$ cat src/rtl/uart_pw_lock.sv
// rtl/uart_pw_lock.sv - password lock fed by a UART byte stream
// Checks the entry on the fly, grants access on a correct entry and locks out after repeated failures.
module uart_pw_lock #(
  parameter int          PW_LEN      = 4,
  parameter logic [63:0] PW          = 64'h0000_0000_3132_3334,
  parameter logic [7:0]  TERM        = 8'h0D,
  parameter logic [7:0]  CLR         = 8'h1B,
  parameter int          MAX_FAIL    = 3,
  parameter int          LOCK_CYCLES = 100_000_000
) (
  input  logic       clkin,
  input  logic       rst,
  input  logic       rx_valid,
  input  logic [7:0] rx_byte,
  output logic       unlock,
  output logic       fail,
  output logic       locked,
  output logic [3:0] char_count,
  output logic [1:0] fail_count
);

  localparam int CW = $clog2(LOCK_CYCLES + 1);

  typedef enum logic [1:0] {
    ENTRY,
    GRANTED,
    LOCKOUT
  } state_t;

  state_t        state;
  logic          mismatch;
  logic [CW-1:0] lock_cnt;
  logic [7:0]    exp_byte;
  logic [1:0]    fail_next;

  // Expected character at the current position; first character sits in the top byte.
  always_comb begin
    exp_byte = 8'h00;
    for (int i = 0; i < PW_LEN; i++) begin
      if (char_count == 4'(i)) begin
        exp_byte = PW[8*(PW_LEN-i)-1 -: 8];
      end
    end
  end

  assign fail_next = fail_count + 2'd1;

  always_ff @(posedge clkin) begin
    if (rst) begin
      state      <= ENTRY;
      unlock     <= 1'b0;
      fail       <= 1'b0;
      locked     <= 1'b0;
      char_count <= 4'd0;
      fail_count <= 2'd0;
      mismatch   <= 1'b0;
      lock_cnt   <= '0;
    end else begin
      fail <= 1'b0;
      case (state)
        ENTRY: begin
          if (rx_valid) begin
            if (rx_byte == TERM) begin
              char_count <= 4'd0;
              mismatch   <= 1'b0;
              if (char_count == 4'(PW_LEN) && !mismatch) begin
                unlock     <= 1'b1;
                fail_count <= 2'd0;
                state      <= GRANTED;
              end else begin
                fail       <= 1'b1;
                fail_count <= fail_next;
                if (fail_next == 2'(MAX_FAIL)) begin
                  locked   <= 1'b1;
                  lock_cnt <= CW'(LOCK_CYCLES - 1);
                  state    <= LOCKOUT;
                end
              end
            end else if (rx_byte == CLR) begin
              char_count <= 4'd0;
              mismatch   <= 1'b0;
            end else begin
              if (char_count != 4'd15) begin
                char_count <= char_count + 4'd1;
              end
              if (char_count >= 4'(PW_LEN) || rx_byte != exp_byte) begin
                mismatch <= 1'b1;
              end
            end
          end
        end
        GRANTED: begin
          if (rx_valid && rx_byte == CLR) begin
            unlock <= 1'b0;
            state  <= ENTRY;
          end
        end
        LOCKOUT: begin
          // Counter was loaded with LOCK_CYCLES-1 on the locking edge, so locked spans LOCK_CYCLES cycles.
          if (lock_cnt == '0) begin
            locked     <= 1'b0;
            fail_count <= 2'd0;
            state      <= ENTRY;
          end else begin
            lock_cnt <= lock_cnt - CW'(1);
          end
        end
        default: state <= ENTRY;
      endcase
    end
  end

endmodule

$ cat config.mk
export PLATFORM = sky130hd
export DESIGN_NAME = uart_pw_lock
export DESIGN_NICKNAME = d
export VERILOG_FILES = /design/src/rtl/uart_pw_lock.sv
export SDC_FILE = /design/constraint.sdc
export NUM_CORES = 1
export LEC_CHECK = 0
export BUFFER_PORTS_ARGS = -buffer_cell sky130_fd_sc_hd__buf_2
export CAP_MARGIN = 5
export CELL_PAD_IN_SITES_DETAIL_PLACEMENT = 0
export CELL_PAD_IN_SITES_GLOBAL_PLACEMENT = 1
export CORE_ASPECT_RATIO = 2
export CORE_MARGIN = 10
export CORE_UTILIZATION = 48
export CTS_CLUSTER_SIZE = 12
export DETAILED_ROUTE_END_ITERATION = 7
export GPL_ROUTABILITY_DRIVEN = 0
export PLACE_DENSITY = 0.92
export SETUP_SLACK_MARGIN = 0.1
export SYNTH_ARGS = -nofsm -noshare
export SYNTH_HDL_FRONTEND = slang
export SYNTH_SLANG_ARGS = --single-unit
$ cat constraint.sdc
create_clock -name clkin -period 5.4 [get_ports clkin]
set_clock_uncertainty 0.2 [all_clocks]
set_input_delay 0.27 -clock clkin [delete_from_list [all_inputs] [get_ports clkin]]
set_output_delay 0.27 -clock clkin [all_outputs]
set_load 0.02 [all_outputs]
======== Word-level counts from Yosys, hierarchy flattened ========
Cells that the tools add are included.
Widths: inputs -> output; s select.
word-level totals
  flip-flop bits (word level) ............. 39
  input bits .............................. 11
  output and inout bits ................... 9
  logic and storage cells ................. 93
cells by class
  add/sub/neg operators ................... 3
  order comparisons ....................... 1
  equality and inequality tests ........... 20
  multiplexer cells ....................... 39
  bitwise logic cells ..................... 3
  reduce and logical (&&, ||, !) cells .... 19
operators by type and width
  cell                   number
  $mux 27                5
  $pmux 27 s2            1
  $logic_not 27->1       1
  $sub 27x1->27 const B  1
  $mux 8                 3
  $mux 2                 9
  $ne 2x2->1 const B     8
  $mux 1                 13
  $mux 4                 3
  $reduce_and 6->1       2
  $reduce_and 5->1       2
  $eq 4x2->1 const B     2
  $eq 8x4->1 const B     1
  $eq 8x5->1 const B     1
  $ne 8x8->1             1
  $mux 6                 1
  $pmux 2 s3             1
  $reduce_and 3->1       2
  $reduce_bool 3->1      2
  $add 4x1->4 const B    1
  $eq 2x2->1 const B     2
  $eq 4x1->1 const B     1
  $eq 4x3->1 const B     1
  $ge 4x3->1 const B     1
  other kinds (15)       20

======== Logic depth before layout (Yosys ltp) ========
Gate-level depths: netlist of run 1.
  depth after elaboration ................. 10
  gate-level depth with buffers ........... 9
  depth with buffers taken out ............ 7

======== Worst setup path after synthesis of run 1 ========
OpenSTA, ideal clock, no wires.
  path kind ............................... register to register
  from .................................... reg lock_cnt[2]
  to ...................................... reg lock_cnt[23]
  library setup time ...................... 0.074 ns
  arrival ................................. 2.334 ns
  required time ........................... 5.126 ns
  path slack .............................. 2.791 ns
  cell stages (with the launch flop) ...... 7
  buffers on the path ..................... 1
  period minus slack after synthesis ...... 2.609 ns
  cells stage by stage .................... dfxtp_1 > or4_4 > or3_4 > or4_1 > clkbuf_2 > or4_1 > a31oi_1
between the ends
  longest elaborated chain between the ends .. 3
  elaborated cells on any way between the ends .. 6
  those cells by class .................... 1 x add/sub; 1 x eq/ne; 2 x mux; 2 x reduce/logical
ends and longest elaborated chain
  what                                                      line      source
  start: declaration                                        32        logic [CW-1:0] lock_cnt;
  start signal: assignment                                  75        lock_cnt <= CW'(LOCK_CYCLES - 1);
  start signal: assignment                                  105       lock_cnt <= lock_cnt - CW'(1);
  $sub 27x1->27 / $logic_not 27->1 (equally long branches)  105, 100
  $mux 27 / $ne 2x2->1 (equally long branches)              --
  $pmux 27 s2 / $reduce_and 6->1 (equally long branches)    --
Parallel ways exist; a longest one is shown, timed or not. The select of a mux whose other input is x is not followed.
A chain may end at the register's enable or synchronous reset.

======== Worst setup path in the final report of run 1 ========
  from .................................... reg lock_cnt[14]
  to ...................................... reg lock_cnt[23]
The elaborated chain is that of the path after synthesis.

==> qor.tcl, run 1 <==
set qor(clock_sinks) 39
set qor(end_kind) {flop}
set qor(layout.cell_area.non_filler_um2) 2520
set qor(finalCritPeriodShare) 0.539
set qor(synth-adder-area-share) 0.0384
set qor(power.density_cell_area_nw_per_um2) 243
set qor(layout_min_cycle_time_ns) 2.91
set qor(grt_overflow) 0
set qor(timing.final.hold_violations) 0
set qor(rows) 35
set qor(cp_max_fo) 9
set qor(netlist_area_um2) 2280
set qor(drt_first_pass_iters) 4
set qor(ys_types) 50
set qor(fin_nets) 300
set qor(postSynthCellCount) 270
set qor(synth_async_sr_flop_share) 0
set qor(rsz0062_at_grt) {no}
set qor(p_leak_uw) 0.000980
set qor(tritoncts.num_buffers) 5
set qor(global_route.usage.total) 0.150
set qor(criticalPathCategory) {flop to flop}
set qor(report.final.slew_viol_count) 0
set qor(final.setup.tns_ns) 0
set qor(clk_pin_slew_worst_paths_ns) 0.08
set qor(antenna_cells_inserted) 0
set qor(cts.repair.resized) 0
set qor(ir_drop_mv) 0.194
set qor(place.detailed.hpwl_mm) 4.35
set qor(synth_seq_cells) 39
set qor(drv.max_cap_violation_count) 0
set qor(worstSetupStartpointType) {flop}
set qor(portBuffers) 19
set qor(synth.yosys.seq_area_share) 0.342
set qor(cts_htree_levels) 2
set qor(drt.antenna.violating_nets) 0
set qor(chipWidth_um) 68.7
set qor(place_inst) 330
set qor(post_synth_xor_area_fraction) 0
set qor(worst_margin_slew_ns) 0.896
set qor(timing.fmax_mhz) 343
set qor(grt_max_degree) 41
set qor(synth_top_flop_cell) {sky130_fd_sc_hd__dfxtp_1}
set qor(synth_top_family_by_area) {simple AND/OR/NAND/NOR gates}
set qor(boundaryPins) 20
set qor(place_area_um2) 2390
set qor(global_route_wire_length_before_repair_mm) 9.86
set qor(layout_setup_ws_ns) 2.49
set qor(worst_slew_margin) 0.402
set qor(route.detailed.vias_per_inst) 6.64
set qor(post_synth_edffs) 0
set qor(totalPowerFinal_uw) 613
set qor(postCtsSetupRepairBufs) 0
set qor(insertion_delay_ns) 0.30
set qor(detail_route.drc_violations) 0
set qor(floorplan.initialDensity) 0.496
set qor(layout-area-overhead-vs-synth_pct) 10.5
set qor(num_vias) 2244
set qor(cts_buffer_depth) 2
set qor(hold_buffers) 0
set qor(timing.final.setup_violations) 0
set qor(synthesis.yosys.warnings) 0
set qor(drive_above_1_share) 0.163
set qor(crit_path_required_time_ns) 5.41
set qor(result_of_the_run) {finished, final reports clean}
set qor(initialDrtViolationCount) 140
set qor(route.final.wire_length_mm) 5.87
set qor(hold_path.class) {primary input to flop}
set qor(root_buffer) {sky130_fd_sc_hd__clkbuf_8}
set qor(placement.setup.worst_slack_ns) 2.52
set qor(initial_antenna_violation_count) 0
set qor(synth_fp_nets) 288
set qor(postSynthAreaPerCell_um2) 8.45
set qor(fp.dieH_um) 117
set qor(number_of_global_route_vias_before_repair) 2165
set qor(post_synth_and_or_nand_nor_area_fraction) 0.341
set qor(cts_tree) {built}
set qor(placeableCoreArea_um2) 4600
set qor(floorplan.die_area_um2) 8080
set qor(dr_wl_cell_um) 17.4
set qor(stdcell_count) 338
set qor(worst_ep_arrival_time_ns) 2.93
set qor(area_fraction_in_compound_gates_after_synthesis) 0.234
set qor(synthMuxAreaShare) 0.00878
sequential cells by signal (all words and copies together) (netlist names):
signal      flops
unlock          1
fail_count      2
state           2
char_count      4
locked          1
fail            1
mismatch        1
lock_cnt       27
synth_stat cells (all sizes together) (5+ instances only):
library cell | n | area [um2]
a21oi | 19 | 95.1
a31oi | 17 | 106
clkbuf | 11 | 42.5
dfxtp | 39 | 781
ha | 7 | 87.6
inv | 7 | 26.3
nand2 | 16 | 60.1
nand3 | 5 | 25.0
nand4 | 6 | 37.5
nor2 | 5 | 18.8
nor3 | 7 | 35.0
o21ai | 15 | 75.1
o31ai | 14 | 105
or2 | 5 | 31.3
or3 | 22 | 151
or4 | 22 | 176
per-stage QoR:
step,hold slack (ns),util
final,0.129,0.548
after global routing,0.153,0.548
after global placement,0.252,0.519
after floorplan,0.250,-
after detailed placement,0.271,0.519
after CTS,0.133,0.548
area by class of cell:
class                   instances  area, um2
clock buffers                   6       72.6
clock inverters                 2       60.1
fillers                       472       2080
inverters                       7       26.3
multi-input cells             210       1420
flip-flops and latches         39        781
well taps                      55       68.8
repair buffers                 19       95.1
report_power, final:
part	switching (uW)	total (uW)	internal, uW
clock	103	288	185
sequential	2.67	292	289
combinational	21.2	33.6	12.4
placed cells by master, fill, tap and decap left out, types with 14 or more instances in the layout:
| master | synthesis | layout |
|---|---|---|
| sky130_fd_sc_hd__dfxtp_1 | 39 | 39 |
| sky130_fd_sc_hd__or4_1 | 17 | 17 |
| sky130_fd_sc_hd__o31ai_1 | 14 | 14 |
| sky130_fd_sc_hd__buf_2 | 2 | 19 |
| sky130_fd_sc_hd__a21oi_1 | 19 | 19 |
| sky130_fd_sc_hd__nand2_1 | 16 | 16 |
| sky130_fd_sc_hd__or3_1 | 14 | 14 |
| sky130_fd_sc_hd__o21ai_0 | 15 | 15 |
| sky130_fd_sc_hd__a31oi_1 | 17 | 17 |
path summary, 6_finish.rpt:
path / slack [ns] / cells past startpoint / end / from
setup reg to reg: 2.49 / 5 / lock_cnt[23] / lock_cnt[14]
hold / removal: 0.13 / 3 / fail / rx_valid
hold reg to reg: 0.28 / 2 / fail_count[0] / fail_count[0]
setup / recovery: 2.49 / 5 / lock_cnt[23] / lock_cnt[14]
cells by family (layout without fill, tap and decap cells):
family	after synthesis	in the layout
compound gates	83	83
fa+ha+maj	7	7
buf+inv	21	34
flops	39	39
mux	2	2
simple gates	118	118
layer usage:
layer / global-route usage / share of wire / vias to the layer above
met1: 0.153 / 0.38 / 1108
met3: 0.0248 / 0.030 / 8
li1: - / - / 1095
met2: 0.279 / 0.57 / 33
met4: 0.0571 / 0.018 / 0
met5: 0 / 0 / -
worst max-delay path, cell delays in order, from the launching register on:
cell	delay [ns]
sky130_fd_sc_hd__dfxtp_1	0.38
sky130_fd_sc_hd__nor4_1	0.60
sky130_fd_sc_hd__nand2b_1	0.36
sky130_fd_sc_hd__or4_1	0.68
sky130_fd_sc_hd__or4_1	0.44
sky130_fd_sc_hd__a31oi_1	0.18
(Power assumes the default switching activity.)
==> run 2: changes to the inputs <==
--- a/config.mk
+++ b/config.mk
@@ -5,17 +5,18 @@
 export SDC_FILE = /design/constraint.sdc
 export NUM_CORES = 1
 export LEC_CHECK = 0
+export ABC_AREA = 1
 export BUFFER_PORTS_ARGS = -buffer_cell sky130_fd_sc_hd__buf_2
 export CAP_MARGIN = 5
 export CELL_PAD_IN_SITES_DETAIL_PLACEMENT = 0
 export CELL_PAD_IN_SITES_GLOBAL_PLACEMENT = 1
 export CORE_ASPECT_RATIO = 2
 export CORE_MARGIN = 10
-export CORE_UTILIZATION = 48
+export CORE_UTILIZATION = 43
 export CTS_CLUSTER_SIZE = 12
 export DETAILED_ROUTE_END_ITERATION = 7
 export GPL_ROUTABILITY_DRIVEN = 0
-export PLACE_DENSITY = 0.92
+export PLACE_DENSITY = 0.88
 export SETUP_SLACK_MARGIN = 0.1
 export SYNTH_ARGS = -nofsm -noshare
 export SYNTH_HDL_FRONTEND = slang
==> constraint.sdc (replaced) <==
create_clock -name clkin -period 2.8 [get_ports clkin]
set_clock_uncertainty 0.2 [all_clocks]
set_input_delay 0.14 -clock clkin [delete_from_list [all_inputs] [get_ports clkin]]
set_output_delay 0.14 -clock clkin [all_outputs]
set_load 0.02 [all_outputs]
==> run 2 against run 1 <==
- critical path depth increased by 7
- cell area increased by 24%
- non-clock buffer count increased by 4
- wire length increased by 31%
- total power increased by 95%
- sequential share of layout area decreased by 5.9 points
- sequential cell count unchanged
- sequential power increased by 93%
- clock power increased by 92%
- critical path type unchanged
- largest cell class unchanged
==> qor.tcl, run 2 <==
set qor(hold_slack_ns) 0.00604 ;# was 0.129 ns
set qor(antenna_cells_inserted) 0 ;# unchanged
set qor(ir_drop_mv) 0.258 ;# was 0.194 mV
set qor(postCtsSetupRepairBufs) 0 ;# unchanged
set qor(netlist_top_cells_area) {sky130_fd_sc_hd__dfxtp_1, sky130_fd_sc_hd__nand2_1, sky130_fd_sc_hd__nor2_1, sky130_fd_sc_hd__nand3_1, sky130_fd_sc_hd__inv_1} ;# was sky130_fd_sc_hd__dfxtp_1, sky130_fd_sc_hd__or4_1, sky130_fd_sc_hd__a31oi_1, sky130_fd_sc_hd__o31ai_1, sky130_fd_sc_hd__a21oi_1
set qor(post_synth_xor_area_fraction) 0.0124 ;# was 0
set qor(drt_first_pass_iters) 4 ;# unchanged
set qor(drt.antenna.violating_nets) 0 ;# unchanged
set qor(hold_path.class) {primary input to flop} ;# unchanged
set qor(result_of_the_run) {finished, final reports clean} ;# unchanged
set qor(boundaryPins) 20 ;# unchanged
set qor(placeableCoreArea_um2) 6360 ;# was 4600 um2
set qor(initial_antenna_violation_count) 0 ;# unchanged
set qor(crit_path_required_time_ns) 2.82 ;# was 5.41 ns
set qor(global_route_wire_length_before_repair_mm) 13.0 ;# was 9.86 mm
set qor(netlist_area_um2) 2830 ;# was 2280 um2
set qor(floorplan.die_area_um2) 10400 ;# was 8080 um2
set qor(synth-adder-area-share) 0.0309 ;# was 0.0384
set qor(route.detailed.vias_per_inst) 5.14 ;# was 6.64
set qor(post-route-util) 0.491 ;# was 0.548
set qor(synthMuxAreaShare) 0 ;# was 0.00878
set qor(p_comb_frac) 0.068 ;# was 0.055
set qor(initialDrtViolationCount) 104 ;# was 140
set qor(detail_route.drc_violations) 0 ;# unchanged
set qor(most_numerous_cell_in_the_yosys_netlist) {sky130_fd_sc_hd__nand2_1} ;# was sky130_fd_sc_hd__dfxtp_1
set qor(stdcell_count) 555 ;# was 338
set qor(criticalPathCategory) {flop to flop} ;# unchanged
set qor(cp_max_fo) 20 ;# was 9
set qor(post-synth-top-area-fraction) 0.276 ;# was 0.342
set qor(route.final.wire_length_mm) 7.71 ;# was 5.87 mm
set qor(cts_tree) {built} ;# unchanged
set qor(grt_max_degree) 24 ;# was 41
set qor(worst_margin_slew_ns) 0.662 ;# was 0.896 ns
set qor(synthesis.yosys.warnings) 0 ;# unchanged
set qor(max_flop_register) {lock_cnt} ;# unchanged
set qor(largestRegisters) {lock_cnt: 27 flops, char_count: 4 flops} ;# unchanged
set qor(post_synth_and_or_nand_nor_area_fraction) 0.458 ;# was 0.341
set qor(max_ffs_per_register) 27 ;# unchanged
set qor(worst_slew_margin) 0.555 ;# was 0.402
set qor(power.share.switching) 0.237 ;# was 0.207
set qor(worst_ep_arrival_time_ns) 2.36 ;# was 2.93 ns
set qor(cts_htree_levels) 2 ;# unchanged
set qor(wirelength_met1_mm) 2.68 ;# was 2.21 mm
set qor(met2WireLength_mm) 4.25 ;# was 3.37 mm
set qor(clock_sinks) 39 ;# unchanged
set qor(clockPowerShare) 0.462 ;# was 0.469
set qor(route.met3.wl_um) 278 ;# was 178 um
set qor(internal_power_uw) 914 ;# was 486 uW
set qor(report.final.slew_viol_count) 0 ;# unchanged
set qor(insertion_delay_ns) 0.29 ;# was 0.30 ns
set qor(postSynthCellCount) 448 ;# was 270
set qor(p_leak_uw) 0.00152 ;# was 0.000980 uW
set qor(area_fraction_in_compound_gates_after_synthesis) 0.124 ;# was 0.234
set qor(hold_buffers) 0 ;# unchanged
set qor(r2r_setup_slack_ns) 0.46 ;# was 2.49 ns
set qor(layout_commonest_cell) {sky130_fd_sc_hd__nand2_1} ;# was sky130_fd_sc_hd__dfxtp_1
set qor(clk_pin_slew_worst_paths_ns) 0.06 ;# was 0.08 ns
set qor(post-synth-top-area-cell) {sky130_fd_sc_hd__dfxtp_1} ;# unchanged
set qor(highest-signal-layer) {met4} ;# unchanged
set qor(seq_pwr_share) 0.470 ;# was 0.476
set qor(synth_async_sr_flop_share) 0 ;# unchanged
set qor(synth_top_family_by_area) {simple AND/OR/NAND/NOR gates} ;# unchanged
set qor(portBuffers) 19 ;# unchanged
set qor(tritoncts.num_buffers) 5 ;# unchanged
set qor(global_route.usage.total) 0.155 ;# was 0.150
set qor(rsz0062_at_grt) {no} ;# unchanged
set qor(cts.repair.resized) 0 ;# unchanged
set qor(cts_buffer_depth) 2 ;# unchanged
set qor(fp.dieH_um) 135 ;# was 117 um
set qor(rows) 41 ;# was 35
set qor(p_switching_uw) 284 ;# was 127 uW
set qor(worstSetupStartpointType) {flop} ;# unchanged
set qor(final.setup.tns_ns) 0 ;# unchanged
set qor(fin_nets) 486 ;# was 300
set qor(dr_wl_cell_um) 13.9 ;# was 17.4 um
set qor(drv.max_cap_violation_count) 0 ;# unchanged
set qor(synth_fp_nets) 466 ;# was 288
set qor(chipWidth_um) 77.4 ;# was 68.7 um
set qor(root_buffer) {sky130_fd_sc_hd__clkbuf_16} ;# was sky130_fd_sc_hd__clkbuf_8
set qor(num_vias) 2853 ;# was 2244
set qor(layout_min_cycle_time_ns) 2.34 ;# was 2.91 ns
set qor(end_kind) {flop} ;# unchanged
set qor(totalPowerFinal_uw) 1200 ;# was 613 uW
set qor(power.density_cell_area_nw_per_um2) 384 ;# was 243 nW/um2
set qor(floorplan.initialDensity) 0.445 ;# was 0.496
set qor(timing.final.setup_violations) 0 ;# unchanged
set qor(grt_overflow) 0 ;# unchanged
set qor(timing.fmax_mhz) 428 ;# was 343 MHz
set qor(postSynthAreaPerCell_um2) 6.32 ;# was 8.45 um2
set qor(ys_types) 31 ;# was 50
set qor(number_of_global_route_vias_before_repair) 2770 ;# was 2165
set qor(commonest_cells_after_routing_fill_and_taps_aside) {sky130_fd_sc_hd__nand2_1, sky130_fd_sc_hd__nor2_1, sky130_fd_sc_hd__inv_1, sky130_fd_sc_hd__nand3_1, sky130_fd_sc_hd__dfxtp_1} ;# was sky130_fd_sc_hd__dfxtp_1, sky130_fd_sc_hd__a21oi_1, sky130_fd_sc_hd__buf_2, sky130_fd_sc_hd__or4_1, sky130_fd_sc_hd__a31oi_1
set qor(synth_seq_cells) 39 ;# unchanged
set qor(drive_above_1_share) 0.190 ;# was 0.163
set qor(post_synth_edffs) 0 ;# unchanged
set qor(synth_top_flop_cell) {sky130_fd_sc_hd__dfxtp_1} ;# unchanged
set qor(netlist_top_cells_count) {sky130_fd_sc_hd__nand2_1, sky130_fd_sc_hd__nor2_1, sky130_fd_sc_hd__inv_1} ;# was sky130_fd_sc_hd__dfxtp_1, sky130_fd_sc_hd__a21oi_1, sky130_fd_sc_hd__a31oi_1, sky130_fd_sc_hd__or4_1, sky130_fd_sc_hd__nand2_1
set qor(place_inst) 547 ;# was 330
set qor(place.detailed.hpwl_mm) 6.13 ;# was 4.35 mm
set qor(synth.yosys.seq_area_share) 0.276 ;# was 0.342
set qor(layout-area-overhead-vs-synth_pct) 10.3 ;# was 10.5%
set qor(timing.final.hold_violations) 0 ;# unchanged
set qor(finalCritPeriodShare) 0.834 ;# was 0.539
## run 2: final timing paths
kind,from,to,depth (start not counted)
setup reg to reg,char_count[0],lock_cnt[18],12
setup / recovery,char_count[0],lock_cnt[18],12
hold / removal,rx_valid,fail,3
hold reg to reg,unlock,unlock,2
## run 2: cell families after synthesis
logic type	after synthesis
AO/OA/AOI/OAI	51
XOR/XNOR	4
adder cells (fa/ha/maj)	7
buffers and inverters	63
flip-flops	39
AND/OR/NAND/NOR	284
## run 2: cell type report
type	count	area [um2]
flip-flops and latches	39	781
well taps	86	108
inverters	53	199
clock buffers	7	133
clock inverters	1	5.00
fillers	703	3240
repair buffers	23	125
multi-input cells	346	1770
## run 2: per-layer routing
layer	vias up	track usage
met4	0	0.116
li1	1470	-
met3	27	0.0286
met1	1283	0.135
met2	73	0.298
met5	-	0
## run 2: critical path, cell delays in order, from the launching register on
cell	delay, ns
sky130_fd_sc_hd__dfxtp_1	0.43
sky130_fd_sc_hd__inv_1	0.11
sky130_fd_sc_hd__ha_1	0.22
sky130_fd_sc_hd__nand2_1	0.07
sky130_fd_sc_hd__inv_1	0.06
sky130_fd_sc_hd__nand3_2	0.08
sky130_fd_sc_hd__nand3_2	0.08
sky130_fd_sc_hd__a21oi_4	0.19
sky130_fd_sc_hd__nand2_2	0.23
sky130_fd_sc_hd__inv_1	0.10
sky130_fd_sc_hd__buf_4	0.26
sky130_fd_sc_hd__nand2_1	0.11
sky130_fd_sc_hd__a21oi_2	0.11
## run 2: power by group through the flow
| stage | clock network, uW | registers [uW] | logic (uW) |
|---|---|---|---|
| 3_3_place_gp | 0 | 576 | 80.3 |
| 4_1_cts | 563 | 564 | 82.1 |
| 2_1_floorplan | 0 | 578 | 49.7 |
| 6_report | 553 | 564 | 81.4 |
| 5_1_grt | 579 | 564 | 90.7 |
| 3_5_place_dp | 0 | 576 | 81.5 |
## run 2: through the flow
| stage | area [um2] | worst slack, ns |
|---|---|---|
| detailed placement | 2980 | 0.466 |
| global placement | 2980 | 0.551 |
| floorplan | 2830 | 0.739 |
| finish | 3120 | 0.464 |
| global route | 3120 | 0.233 |
| CTS | 3120 | 0.450 |
